--- src/rtl/debug_probe_sel_pkg.sv ---
// Shared encodings for the debug probe selector: display modes and trigger FSM states.
package debug_probe_sel_pkg;

  typedef enum logic [1:0] {
    ModeLive    = 2'b00,
    ModeScan    = 2'b01,
    ModeTrig    = 2'b10,
    ModeLiveAlt = 2'b11
  } mode_e;

  typedef enum logic [1:0] {
    StIdle   = 2'b00,
    StArmed  = 2'b01,
    StFrozen = 2'b10
  } trig_state_e;

endpackage

--- src/rtl/debug_probe_sel_probe_mux.sv ---
// Combinational NUM_CH:1 binary-select mux over a packed probe bus; out-of-range selects read 0.
module debug_probe_sel_probe_mux #(
  parameter int   NUM_CH = 8,
  parameter int   DATA_W = 32,
  localparam int  SEL_W  = $clog2(NUM_CH)
) (
  input  logic [NUM_CH*DATA_W-1:0] probe_bus,
  input  logic [SEL_W-1:0]         sel,
  output logic [DATA_W-1:0]        data
);

  always_comb begin
    data = '0;
    for (int k = 0; k < NUM_CH; k++) begin
      if (int'(sel) == k) data = probe_bus[k*DATA_W +: DATA_W];
    end
  end

endmodule

--- src/rtl/debug_probe_sel.sv ---
// Debug probe selector: LIVE selection, SCAN auto-rotation and TRIG snapshot capture,
// all outputs registered one cycle after the inputs.
module debug_probe_sel
  import debug_probe_sel_pkg::*;
#(
  parameter int  NUM_CH   = 8,
  parameter int  DATA_W   = 32,
  parameter int  SCAN_DIV = 50000000,
  localparam int SEL_W    = $clog2(NUM_CH)
) (
  input  logic                     clk,
  input  logic                     resetn,
  input  logic [NUM_CH*DATA_W-1:0] probe_bus,
  input  logic [SEL_W-1:0]         sel,
  input  logic [1:0]               mode,
  input  logic [SEL_W-1:0]         trig_ch,
  input  logic [DATA_W-1:0]        trig_value,
  input  logic                     trig_arm,
  output logic [DATA_W-1:0]        result,
  output logic [SEL_W-1:0]         cur_ch,
  output logic                     armed,
  output logic                     frozen
);

  localparam int CNT_W = $clog2(SCAN_DIV) + 1;
  localparam logic [CNT_W-1:0] CntMax = CNT_W'(SCAN_DIV - 1);

  logic [DATA_W-1:0] result_q;
  logic [SEL_W-1:0]  cur_ch_q;
  logic              armed_q, frozen_q;
  logic [CNT_W-1:0]  cnt_q, cnt_d;
  trig_state_e       state_q;
  logic [DATA_W-1:0] snap_q [NUM_CH];

  logic              is_scan, is_trig, cnt_wrap, trig_hit;
  logic [SEL_W-1:0]  scan_ch, live_sel;
  logic [DATA_W-1:0] live_data, trig_data, snap_data;

  assign is_scan = (mode == ModeScan);
  assign is_trig = (mode == ModeTrig);

  // SCAN shows the channel after a possible advance, so the mux sees the next cur_ch.
  always_comb begin
    cnt_wrap = (cnt_q == CntMax);
    cnt_d    = cnt_wrap ? '0 : cnt_q + CNT_W'(1);
    if (!cnt_wrap) begin
      scan_ch = cur_ch_q;
    end else if (int'(cur_ch_q) >= NUM_CH - 1) begin
      scan_ch = '0;
    end else begin
      scan_ch = cur_ch_q + SEL_W'(1);
    end
  end

  assign live_sel = is_scan ? scan_ch : sel;

  debug_probe_sel_probe_mux #(
    .NUM_CH (NUM_CH),
    .DATA_W (DATA_W)
  ) u_live_mux (
    .probe_bus (probe_bus),
    .sel       (live_sel),
    .data      (live_data)
  );

  debug_probe_sel_probe_mux #(
    .NUM_CH (NUM_CH),
    .DATA_W (DATA_W)
  ) u_trig_mux (
    .probe_bus (probe_bus),
    .sel       (trig_ch),
    .data      (trig_data)
  );

  // The mux returns 0 for an out-of-range trig_ch, so range must gate the match explicitly.
  assign trig_hit = (int'(trig_ch) < NUM_CH) && (trig_data == trig_value);

  always_comb begin
    snap_data = '0;
    for (int k = 0; k < NUM_CH; k++) begin
      if (int'(sel) == k) snap_data = snap_q[k];
    end
  end

  always_ff @(posedge clk or negedge resetn) begin
    if (!resetn) begin
      result_q <= '0;
      cur_ch_q <= '0;
      armed_q  <= 1'b0;
      frozen_q <= 1'b0;
      cnt_q    <= '0;
      state_q  <= StIdle;
      for (int k = 0; k < NUM_CH; k++) snap_q[k] <= '0;
    end else if (is_scan) begin
      cnt_q    <= cnt_d;
      cur_ch_q <= scan_ch;
      result_q <= live_data;
      state_q  <= StIdle;
      armed_q  <= 1'b0;
      frozen_q <= 1'b0;
    end else begin
      cnt_q <= '0;
      if (is_trig && state_q == StFrozen) begin
        result_q <= snap_data;
        cur_ch_q <= sel;
        if (trig_arm) begin
          state_q  <= StArmed;
          armed_q  <= 1'b1;
          frozen_q <= 1'b0;
        end
      end else begin
        result_q <= live_data;
        cur_ch_q <= sel;
        if (!is_trig) begin
          state_q  <= StIdle;
          armed_q  <= 1'b0;
          frozen_q <= 1'b0;
        end else if (state_q == StIdle) begin
          if (trig_arm) begin
            state_q <= StArmed;
            armed_q <= 1'b1;
          end
        end else if (trig_hit) begin
          for (int k = 0; k < NUM_CH; k++) snap_q[k] <= probe_bus[k*DATA_W +: DATA_W];
          state_q  <= StFrozen;
          armed_q  <= 1'b0;
          frozen_q <= 1'b1;
        end
      end
    end
  end

  assign result = result_q;
  assign cur_ch = cur_ch_q;
  assign armed  = armed_q;
  assign frozen = frozen_q;

endmodule

--- config.mk ---
export PLATFORM = sky130hd
export DESIGN_NAME = debug_probe_sel
export DESIGN_NICKNAME = d
export VERILOG_FILES = /design/src/rtl/debug_probe_sel_pkg.sv /design/src/rtl/debug_probe_sel_probe_mux.sv /design/src/rtl/debug_probe_sel.sv
export SDC_FILE = /design/constraint.sdc
export NUM_CORES = 1
export LEC_CHECK = 0
export BUFFER_PORTS_ARGS = -buffer_cell sky130_fd_sc_hd__buf_2
export CAP_MARGIN = 20
export CORE_AREA = 2 2 285 287
export DETAILED_ROUTE_END_ITERATION = 8
export DIE_AREA = 0 0 287 289
export GPL_ROUTABILITY_DRIVEN = 0
export GPL_TIMING_DRIVEN = 0
export PLACE_DENSITY = 0.52
export SLEW_MARGIN = 20
export SYNTH_ARGS = -nofsm -noshare
export SYNTH_HDL_FRONTEND = slang
export SYNTH_SLANG_ARGS = --single-unit
--- constraint.sdc ---
create_clock -name clk -period 3.9 [get_ports clk]
set_input_delay 0.195 -clock clk [delete_from_list [all_inputs] [get_ports clk]]
set_output_delay 0.195 -clock clk [all_outputs]
set_load 0.02 [all_outputs]
# --- Word level (Yosys, flattened, before mapping) ---
# Index checks and enable logic that the tools add are counted.
totals:
  ff_bits: 322
  latch_bits: 0
  mem_bits_rw: 0
  romBits: 0
  inputBits: 299
  word_cells: 106
  mem_count: 0
classes:
  n_addsub: 2
  multipliers: 0
  n_div: 0
  order_cmp: 1
  eq_ne: 30
  shifts: 0
  n_mux: 49
  bitwise_logic: 3
  reduce_logical: 7
op_table:
  columns: ["cell", "n"]
  rows:
  - ["32-bit 2-to-1 mux", 26]
  - ["27-bit 2-to-1 mux", 2]
  - ["3-bit equality test, second input constant", 12]
  - ["32-bit equality test", 1]
  - ["27-bit by 1-bit adder with 27-bit output, second input constant", 1]
  - ["27-bit by 26-bit equality test with 1-bit output, second input constant", 1]
  - ["3-bit by 2-bit equality test with 1-bit output, second input constant", 6]
  - ["1-bit 2-to-1 mux", 12]
  - ["2-bit 2-to-1 mux", 6]
  - ["3-bit by 1-bit equality test with 1-bit output, second input constant", 3]
  - ["3-bit zero test", 3]
  - ["3-bit 2-to-1 mux", 3]
  - ["5-bit by 2-bit != test with 1-bit output, second input constant", 1]
  - ["5-bit AND reduction", 1]
  - ["2-bit equality test, second input constant", 2]
  - ["4-bit by 2-bit != test with 1-bit output, second input constant", 1]
  - ["4-bit != test, second input constant", 1]
  - ["3-bit by 1-bit adder with 3-bit output, second input constant", 1]
  - ["3-bit greater-or-equal comparator, second input constant", 1]
  - ["3-bit != test, second input constant", 1]
  - ["1-bit inverter", 3]
  - ["3-bit AND reduction", 1]
  - ["2-bit by 1-bit equality test with 1-bit output, second input constant", 1]
  - ["2-bit zero test", 1]
  - ["1-bit logical AND", 1]

# --- Depth between registers and ports, before layout ---
logic_depth:
  ltp_word: 15
  depth_mapped: 14
  mapped_depth_nobuf: 10

# --- Cells and area by module ---
# A second synthesis with hierarchy kept.
hier_totals:
  cells_unflattened: 1643
  area_unflattened_um2: 19125.8
by_module_without_submodules:
  columns: ["module", "n_inst", "cells_per_inst", "area_each_um2", "seq_area_each_um2"]
  rows:
  - ["debug_probe_sel", 1, 1157, 14734.1, 8057.7]
  - ["debug_probe_sel_probe_mux", 2, 243, 2195.9, 0.0]

# --- Worst setup path after synthesis ---
# Ideal clock, no wire load.
synth_path:
  path_type: "reg-to-reg"
  from: "reg cnt_q[10]"
  to: "reg result_q[8] (netlist: result[8])"
  setup_ns: 0.129
  arrival_time_ns: 2.774
  setup_slack_ns: 0.997
  stages_incl_launch_ff: 12
  synth_period_minus_slack_ns: 2.903
  path_cell_list: "dfrtp_1 or4b_1 nor4_1 a21o_1 clkbuf_1 o211a_1 clkinv_1 nor2_1 clkbuf_1 nand3_1 o211ai_1 o21ai_0"
synth_between:
  elab_chain_cells: 14
synth_rtl:
  columns: ["element", "line_no", "text"]
  rows:
  - ["from (decl)", "debug_probe_sel.sv:31", "logic [CNT_W-1:0] cnt_q, cnt_d;"]
  - ["from (signal assigned)", "debug_probe_sel.sv:95", "cnt_q <= cnt_d;"]
  - ["27-bit by 26-bit equality test with 1-bit output (*)", "debug_probe_sel.sv:44", "cnt_wrap = (cnt_q == CntMax);"]
  - ["3-bit 2-to-1 mux (*)", "debug_probe_sel.sv:46", "if (!cnt_wrap) begin"]
  - ["3-bit 2-to-1 mux (*)", "debug_probe_sel.sv:55", "assign live_sel = is_scan ? scan_ch : sel;"]
  - ["named net live_sel[2]", "debug_probe_sel.sv:36", "logic [SEL_W-1:0] scan_ch, live_sel;"]
  - ["3-bit zero test", "debug_probe_sel_probe_mux.sv:15", "if (int'(sel) == k) data = probe_bus[k*DATA_W +: DATA_W];"]
  - ["32-bit 2-to-1 mux (7 in series)", "debug_probe_sel_probe_mux.sv:15", null]
  - ["32-bit 2-to-1 mux (*)", "debug_probe_sel_probe_mux.sv:15", null]
  - ["32-bit 2-to-1 mux", "debug_probe_sel.sv:103", "if (is_trig && state_q == StFrozen) begin"]
  - ["32-bit 2-to-1 mux (*)", "debug_probe_sel.sv:94", "end else if (is_scan) begin"]
  - ["to (signal assigned)", "debug_probe_sel.sv:97", "result_q <= live_data;"]
  - ["to (signal assigned)", "debug_probe_sel.sv:104", "result_q <= snap_data;"]
  - ["to (signal assigned)", "debug_probe_sel.sv:112", "result_q <= live_data;"]
  - ["to (decl)", "debug_probe_sel.sv:28", "logic [DATA_W-1:0] result_q;"]
# The timed path passes the listed nets; every way through them passes the cells marked *.
# A chain may end at the register's enable or synchronous reset.

# --- Worst setup path in the final report ---
layout_path:
  from: "in trig_ch[0]"
  to: "reg snap_q[181] (netlist bit)"
layout_between:
  elab_chain_cells: 11
layout_rtl:
  columns: ["element", "line_no", "text"]
  rows:
  - ["from (decl)", "debug_probe_sel.sv:16", "input logic [SEL_W-1:0] trig_ch,"]
  - ["3-bit zero test", "debug_probe_sel_probe_mux.sv:15", null]
  - ["32-bit 2-to-1 mux (7 in series)", "debug_probe_sel_probe_mux.sv:15", null]
  - ["32-bit 2-to-1 mux (*)", "debug_probe_sel_probe_mux.sv:15", null]
  - ["32-bit equality test (*)", "debug_probe_sel.sv:76", "assign trig_hit = (int'(trig_ch) < NUM_CH) && (trig_data == trig_value);"]
  - ["5-bit AND reduction (no line) (*)", null, null]
  - ["to (decl)", "debug_probe_sel.sv:33", "logic [DATA_W-1:0] snap_q [NUM_CH];"]
# Mark *: on every way between the ends. The rest lies on a longest branch, timed or not.

==> run_results.csv <==
group,metric,value,unit
worst_setup_path,crit_arrival,4460,ps
yosys,synth-adder-area-share,0.00189,
yosys,yosysWarnings,0,
die,dieArea,82900,sq um
die,fp.coreArea,79900,sq um
place,place_ws,-1270,ps
sta,finalCritPeriodShare,1.03,
yosys,synth_area_per_cell,11.0,sq um
clock_network,clock-root-buffer,"clkbuf_16",
detailed_routing,viasPerCell,5.57,
status,outcome,"finished with violations",
sta,max_freq,0.250,GHz
clock_network,cts.sink_count,322,
die,die_w,287,um
worst_setup_path,crit_path_frequent_cell,"buf_4",
detailed_routing,ant_nets,0,
yosys,synth_mux_area_frac,0.292,
sta,finalHoldViolations,0,
worst_setup_path,worst_path_max_delay_cell,"buf_2",
status,violations,"negative setup slack",
run,cap_violations,0,
worst_setup_path,cp-start-kind,"primary input",
worst_setup_path,path_cells,"buf_2 > buf_4 > buf_4 > inv_2 > buf_2 > mux2i_1 > xor2_2 > nand4_1 > nor4_4 > buf_4 > nand4_1 > clkbuf_4 > buf_6 > mux2_1",
layout,drive_above_1_share,0.322,
yosys,synth_xor_area_frac,0.0207,
yosys,synth_top_family_by_area,"multiplexers",
sta,post-route-min-period,4010,ps
yosys,syn_nets,2105,
yosys,yosysSeqAreaShare,0.405,
hold_path,hp-class,"in2reg",
die,io_pins,336,
power_and_ir_drop,p_per_area,347,nW/um^2
layout,fin_util,0.341,
detailed_routing,drc,0,
yosys,synthTopCellsByArea,"dfrtp_1, mux2_4, mux2i_1",
clock_network,cts_tree,"yes",
die,die_y,289,um
power_and_ir_drop,p_leak,0.0129,uW
die,initial_core_util,0.249,
global_route,track_usage,0.257,
layout,final_nets,2744,
clock_network,clk_path_buf_depth,3,
worst_setup_path,path_delay_family,"buffers and inverters",
detailed_routing,vias,19700,
yosys,yosysTopAreaCell,"dfrtp_1",
worst_setup_path,critical_path_required,4350,ps
sta,skew,17.7,ps
sta,setup_ws,-105,ps
global_route,antenna_found_initial,28,
yosys,postSynth.asyncResetShare,1.00,
place,hpwlAfterDp,79000,um
sta,finalMaxSlewViolations,0,
worst_setup_path,cp-end-kind,"flop",
die,rows,104,
clock_network,cts_made_buffers,40,
yosys,synth-seq-cells,322,
worst_setup_path,path_buf_inv,8,
power_and_ir_drop,vdd_ir_drop_max,0.262,mV
global_route,grt_first_pass_wirelength,151000,um
global_route,grt_overflow,0,
worst_setup_path,critPathMaxFanout,10,
yosys,synth_top_area_frac,0.405,
detailed_routing,dr.pass1.iters,8,
layout,postLayoutCellArea,27200,sq um
sta,finalSetupViolations,40,
yosys,yosysMostFrequentCell,"dfrtp_1",
yosys,synth_compound_area_frac,0.133,
sta,max_slew_margin,0.191,
yosys,synth_cell_types,68,
clock_network,clk_latency,580,ps
worst_setup_path,path_class,"in2reg",
detailed_routing,wirelength,110000,um
clock_network,cts.reportedPaths.clkPinSlew,60,ps
detailed_routing,wire_per_inst,31.0,um
layout,syn2layout_area_growth,37.0,%
global_route,grt_max_degree,100,
yosys,synthFlopType,"dfrtp_1",
global_route,grt_pass1_vias,20000,
detailed_routing,drt_iter0_drc,2380,
clock_network,cts.htree.levels,2,
place,placed_cell_area,23000,sq um
yosys,syn_inst,1803,
yosys,synth_edf_count,0,
worst_setup_path,cpPeakStageDelay,470,ps
sta,worst_pin_slew,1210,ps
yosys,synth-simple-area-share,0.105,
yosys,synthTopCellsByCount,"dfrtp_1, nand2_1, mux2_4",
place,portBuffers,334,
yosys,netlist_area,19900,sq um
==> report_power, final <==
part	switching [uW]	leakage (uW)	internal, uW
Clock	1610	0.000684	2420
Combinational	1280	0.00784	707
Sequential	29.1	0.00442	3410
Total	2920	0.0129	6530
==> repair_timing <==
action                                  4_1_cts  5_1_grt
setup buffers                                 1        0
hold endpoints to repair                    355        0
pin swaps                                     2        0
endpoints found under the setup margin      291      268
gates resized for setup                      56       29
hold buffers                                260        0
==> final timing paths <==
kind	endpoint	depth (start not counted)	start	slack [ps]
max in group asynchronous	result[5]	4	resetn	2760
setup reg to reg	result[26]	11	cnt_q[10]	10
hold reg to reg	cnt_q[0]	1	cnt_q[0]	480
setup / recovery	snap_q[181]	14	trig_ch[0]	-110
min in group asynchronous	snap_q[174]	3	resetn	250
hold / removal	state_q[1]	3	mode[0]	10
==> worst min-delay path: cells and delay by family <==
| kind | cells | cell delay, ps |
|---|---|---|
| simple gates | 1 | 160 |
| compound gates | 1 | 60 |
| buf+inv | 1 | 120 |
==> sequential cells by signal, indices dropped and copies added, names as in the netlist <==
| register | flops |
|---|---|
| armed | 1 |
| cnt_q | 27 |
| cur_ch | 3 |
| frozen | 1 |
| result | 32 |
| snap_q | 256 |
| state_q | 2 |
==> metal layers <==
layer  wire length (um)  global-route usage  up-vias
li1                   -                   -     7967
met1              42400               0.322     9831
met2              47100               0.387     1499
met3              13000              0.0889      407
met4               7080               0.143       28
met5                182                   0        -
==> cell families (layout without fill, tap and decap cells) <==
group,after synthesis,count (layout)
other,0,14
XOR/XNOR,47,47
flip-flops,322,322
AND/OR/NAND/NOR,465,465
buffers and inverters,154,822
multiplexers,427,427
AO/OA/AOI/OAI,385,385
adder cells (fa/ha/maj),3,3
==> placed cells by master, fill, tap and decap left out, types with 9 or more instances in the layout <==
master / count
inv_1: 12
a31oi_1: 12
clkbuf_2: 27
mux2_1: 60
nor3_1: 13
nand4_1: 10
mux2i_1: 104
dlygate4sd3_1: 260
mux2_4: 180
o21ai_0: 56
buf_4: 9
clkbuf_8: 12
dfrtp_1: 322
nor2_1: 77
buf_6: 31
diode_2: 14
o22ai_1: 24
xnor2_1: 17
a221oi_1: 30
a22o_1: 23
o211ai_1: 41
a211oi_1: 33
xor2_1: 28
clkbuf_1: 48
a21oi_1: 92
clkbuf_16: 41
nand3_1: 44
buf_2: 348
o221ai_1: 12
nand2b_1: 14
a31o_2: 9
mux2_2: 42
nand2_1: 233
nor2b_1: 24
mux4_2: 40
==> per-stage QoR <==
| stage | cells | setup TNS, ps | hold WS (ps) | power [uW] |
|---|---|---|---|---|
| after global routing | 3540 | -1.28 | 65.3 | 9650 |
| after global placement | 3197 | -1509870 | 443 | 5120 |
| after CTS | 3532 | 0 | 7.63 | 9400 |
| final | 3545 | -1930 | 9.52 | 9450 |
| after floorplan | 1803 | 0 | -101 | 4230 |
| after detailed placement | 3202 | -288040 | -21.2 | 5150 |
==> cell type report <==
class	instances	area (sq um)
fillers	8136	52700
clock inverters	11	159
repair buffers	600	4410
diodes	14	35.0
well taps	1060	1330
multi-input cells	1327	11100
inverters	16	67.6
clock buffers	60	1220
flip-flops and latches	322	8060
plain buffers	135	862
Note: power is estimated with default switching activity, not from simulation.
